**src/rtl/mem_arbiter.sv**
```systemverilog
// Shared RAM port arbiter: data over instruction, grant locked per transaction.
// Define MEM_ARB_FAIRNESS_EN to bound instruction-fetch starvation.
module mem_arbiter #(
  parameter int STARVE_LIMIT = 4,
  parameter int CNT_W        = 3
) (
  input  logic        CLK,
  input  logic        nRST,
  input  logic        iREN,
  input  logic [31:0] iaddr,
  output logic        iwait,
  output logic [31:0] iload,
  input  logic        dREN,
  input  logic        dWEN,
  input  logic [31:0] daddr,
  input  logic [31:0] dstore,
  output logic        dwait,
  output logic [31:0] dload,
  output logic        ramREN,
  output logic        ramWEN,
  output logic [31:0] ramaddr,
  output logic [31:0] ramstore,
  input  logic [31:0] ramload,
  input  logic [1:0]  ramstate
);

  typedef enum logic [1:0] {
    IDLE    = 2'd0,
    GRANT_D = 2'd1,
    GRANT_I = 2'd2
  } state_t;

  localparam logic [1:0] RAM_ACCESS = 2'd2;
  localparam logic [1:0] RAM_ERROR  = 2'd3;

  state_t state;
  logic   dreq;
  logic   done;
  logic   pick_i;

  assign dreq = dREN | dWEN;
  assign done = (ramstate == RAM_ACCESS);

`ifdef MEM_ARB_FAIRNESS_EN
  logic [CNT_W-1:0] cnt;
  logic             cnt_full;

  assign cnt_full = (cnt == CNT_W'(STARVE_LIMIT));
  assign pick_i   = iREN & cnt_full;

  always_ff @(posedge CLK or negedge nRST) begin
    if (!nRST) begin
      cnt <= '0;
    end else begin
      unique case (state)
        IDLE:
          if (!iREN) cnt <= '0;
        GRANT_D:
          if (done && iREN && !cnt_full)
            cnt <= cnt + 1'b1;
        GRANT_I:
          if (done) cnt <= '0;
        default: cnt <= '0;
      endcase
    end
  end
`else
  logic unused_cfg;
  assign unused_cfg = ^{STARVE_LIMIT[0], CNT_W[0]};
  assign pick_i     = 1'b0;
`endif

  // A grant ends on completion, error (retry via IDLE) or withdrawal.
  always_ff @(posedge CLK or negedge nRST) begin
    if (!nRST) begin
      state <= IDLE;
    end else begin
      unique case (state)
        IDLE: begin
          if (pick_i)    state <= GRANT_I;
          else if (dreq) state <= GRANT_D;
          else if (iREN) state <= GRANT_I;
        end
        GRANT_D:
          if (!dreq || done || ramstate == RAM_ERROR)
            state <= IDLE;
        GRANT_I:
          if (!iREN || done || ramstate == RAM_ERROR)
            state <= IDLE;
        default: state <= IDLE;
      endcase
    end
  end

  always_comb begin
    ramREN   = 1'b0;
    ramWEN   = 1'b0;
    ramaddr  = '0;
    ramstore = '0;
    iwait    = 1'b1;
    dwait    = 1'b1;
    unique case (state)
      GRANT_D: begin
        ramREN   = dREN;
        ramWEN   = dWEN;
        ramaddr  = daddr;
        ramstore = dstore;
        dwait    = ~done;
      end
      GRANT_I: begin
        ramREN  = iREN;
        ramaddr = iaddr;
        iwait   = ~done;
      end
      default: ;
    endcase
  end

  assign iload = ramload;
  assign dload = ramload;

endmodule

```
**config.mk**
```make
export PLATFORM = sky130hd
export DESIGN_NAME = mem_arbiter
export DESIGN_NICKNAME = d
export VERILOG_FILES = /design/src/rtl/mem_arbiter.sv
export SDC_FILE = /design/constraint.sdc
export NUM_CORES = 1
export LEC_CHECK = 0
export ABC_AREA = 1
export CAP_MARGIN = 20
export CORE_AREA = 5 5 102 104
export DETAILED_ROUTE_END_ITERATION = 7
export DIE_AREA = 0 0 107 109
export PLACE_DENSITY_LB_ADDON = 0.3
export REMOVE_ABC_BUFFERS = 1
export SYNTH_ARGS = -nofsm -noshare
export SYNTH_HDL_FRONTEND = slang
export SYNTH_SLANG_ARGS = --single-unit
```
**constraint.sdc**
```tcl
create_clock -name CLK -period 3.1 [get_ports CLK]
set_input_delay 0.62 -clock CLK [delete_from_list [all_inputs] [get_ports CLK]]
set_output_delay 0.62 -clock CLK [all_outputs]
set_load 0.05 [all_outputs]
```
==> qor.yml <==
status:
  outcome: "finished clean"
logic_synthesis:
  ys_warn_count: 0
  yosysUniqueCellTypes: 12
  synthArstFlopShare_pct: 100
  syn_area_um2: 1400
  ys_ff_latch: 2
  synth_top_area_share_pct: 34.9
  synthTopCellsByArea: "buf_4 (35%), nand2_1 (28%), a21oi_1 (12%)"
  netlist_instances: 269
  yosysMostFrequentCell: "nand2_1"
  ys_dominant_reg_cell: "dfrtp_1"
  ys_seq_area_share_pct: 3.57
  synth-edff-count: 0
  synth_top_cells_by_count: "nand2_1 (105), buf_4 (65), inv_1 (40)"
  synth_area_leader_cell: "buf_4"
  syn_area_per_cell_um2: 5.20
worst_setup_path:
  rrSetupSlack_ns: 1.59
  worstPathArrival_ns: 2.14
  critPathCaptureType: "output pin"
  required_ns: 2.48
  worstPathMaxFanout: 35
  r2r_cells: 9
  rr_endpoint: "state[1]"
  criticalPathCategory: "reg2out"
  critPathLaunchType: "register"
  worstReg2RegStart: "state[1]"
timing:
  slew_headroom_pct: 64.2
  final-setup-viol-count: 0
  fmax_mhz: 362
  rsz0062_at_grt: "false"
  period_needed_ns: 2.76
  drv_slew: 0
  hold_viol: 0
  period_share_pct: 89.1
  tightest_slew_ns: 0.535
  finClkSkew_ns: 0.00123
  setup_tns_ns: 0
hold_path:
  hp-class: "reg2reg"
  min_to: "state[0]"
  hold_depth: 2
  hp-start: "state[0]"
placement:
  io_buffer_count: 170
  place_congestion: 0.650
  placed_area_um2: 3030
  post-dp-hpwl_um: 7270
global_routing:
  grt_pass1_wl_um: 11600
  grt_overflow: 0
  antenna_found_initial: 0
  grt_start_max_net_pins: 36
  grt_util_all_layers_pct: 13.1
  grt_pass1_vias: 1917
floorplanning:
  die_x_um: 107
  initial_core_util_pct: 14.8
  io_pins: 267
  rows: 36
  core-area_um2: 9460
  dieArea_um2: 11700
  die_h_um: 109
cells_and_area:
  ff_latch_area_um2: 50.0
  final_nets: 508
  fin_area_um2: 3080
  area_delta_synth_final_pct: 120
  final_layout_size_suffix_gt1_share_pct: 13.6
  regMostFlops: "state"
  fillers: 1029
  multi_input_area_um2: 639
  top_regs: "state x2"
  largest_reg_flops: 2
  antenna_cells: 0
clock_network:
  cts_tree: "yes"
  cts_setup_buffers: 0
  cts.sinks: 2
  clock_path_buffers: 2
  root_buffer: "clkbuf_8"
  cts_hold_buf: 0
  cts_resized: 0
  numCtsBuffers: 3
  htree_num_levels: 1
  clock_latency_ns: 0.21
  clkTransAtPathRegs_ns: 0.03
route:
  via_per_inst: 3.98
  drt_iter0_markers: 100
  vias: 1916
  wl_per_cell_um: 17.1
  ant_nets: 0
  wirelength_um: 8250
  drc_errors: 0
  drtPass1Iterations: 4
pwr:
  p_int_uw: 981
  p_leak_nw: 1.42
  p_comb_share_pct: 94.1
  max-vdd-ir-drop_mv: 0.219
  p_per_area_nw_per_um2: 787
  p_sw_share_pct: 59.5
  p_clk_share_pct: 4.2
  seq_power_share_pct: 1.7
  switchingPower_mw: 1.44
flow_run:
  drv_cap: 0
==> area by class of cell <==
type                       count  share of cell area, %
multi-input combinational    149                   20.8
timing repair buffer         174                   66.7
clock buffer                   3                   1.34
tap                          114                   4.64
inverter                      40                   4.88
sequential                     2                   1.63
==> worst max path at each step <==
stage	slack, ns	start	end	cells after the start
floorplan	-0.15	state[1]	ramREN	4
finish	0.34	state[1]	ramWEN	6
global route	0.20	state[1]	ramWEN	6
global placement	0.45	dWEN	ramWEN	4
CTS	0.31	state[1]	ramWEN	6
detailed placement	0.45	ramstate[0]	dwait	4
==> layer usage <==
layer  up-vias  part of all wire [%]  track usage [%]
met2       162                    40             17.6
met4         2                  0.15             1.19
met1       819                    39             15.4
met5         -                  0.56             5.36
li1        929                     -                -
met3         4                    20             12.2
==> kinds of logic after synthesis <==
kind of cell	after synthesis	share of synthesized area [%]
AOI/OAI and AO/OA	33	11.8
adders and majority gates	3	2.68
buffers and inverters	118	50.9
DFF	2	3.57
and+or+nand+nor	113	31.0
==> cell usage in the layout (no fill, tap or decap) <==
master / count
clkdlybuf4s50_1: 128
nand2_1: 105
inv_1: 40
buf_12: 34
a21oi_1: 33
buf_4: 12
nand3_1: 5
clkbuf_8: 3
nor2_1: 2
ha_1: 2
dfrtp_1: 2
nand3b_1: 1
ha_2: 1
==> critical path, cell delays in order (launching register included) <==
cell and delay (ns):
dfrtp_1 0.39, inv_1 0.09, ha_2 0.17, buf_4 0.30, nand2_1 0.12, inv_1 0.07
clkdlybuf4s50_1 0.79
==> power by group through the flow <==
stage	clock, mW	combinational [mW]	sequential, mW
2_1_floorplan	0	1.27	0.0402
3_3_place_gp	0	2.30	0.0418
3_5_place_dp	0	2.31	0.0418
4_1_cts	0.106	2.31	0.0415
5_1_grt	0.107	2.42	0.0424
6_report	0.101	2.28	0.0414
==> through the flow <==
step | util, % | hold slack [ns] | total power, mW | worst slack [ns] | std cells
after floorplan | - | 0.324 | 1.31 | -0.152 | 191
after global placement | 32.1 | 0.498 | 2.34 | 0.450 | 479
after detailed placement | 32.1 | 0.504 | 2.35 | 0.450 | 479
after CTS | 32.5 | 0.509 | 2.46 | 0.308 | 482
after global routing | 32.5 | 0.534 | 2.57 | 0.199 | 482
final | 32.5 | 0.501 | 2.42 | 0.339 | 482
(Power assumes the default switching activity.)
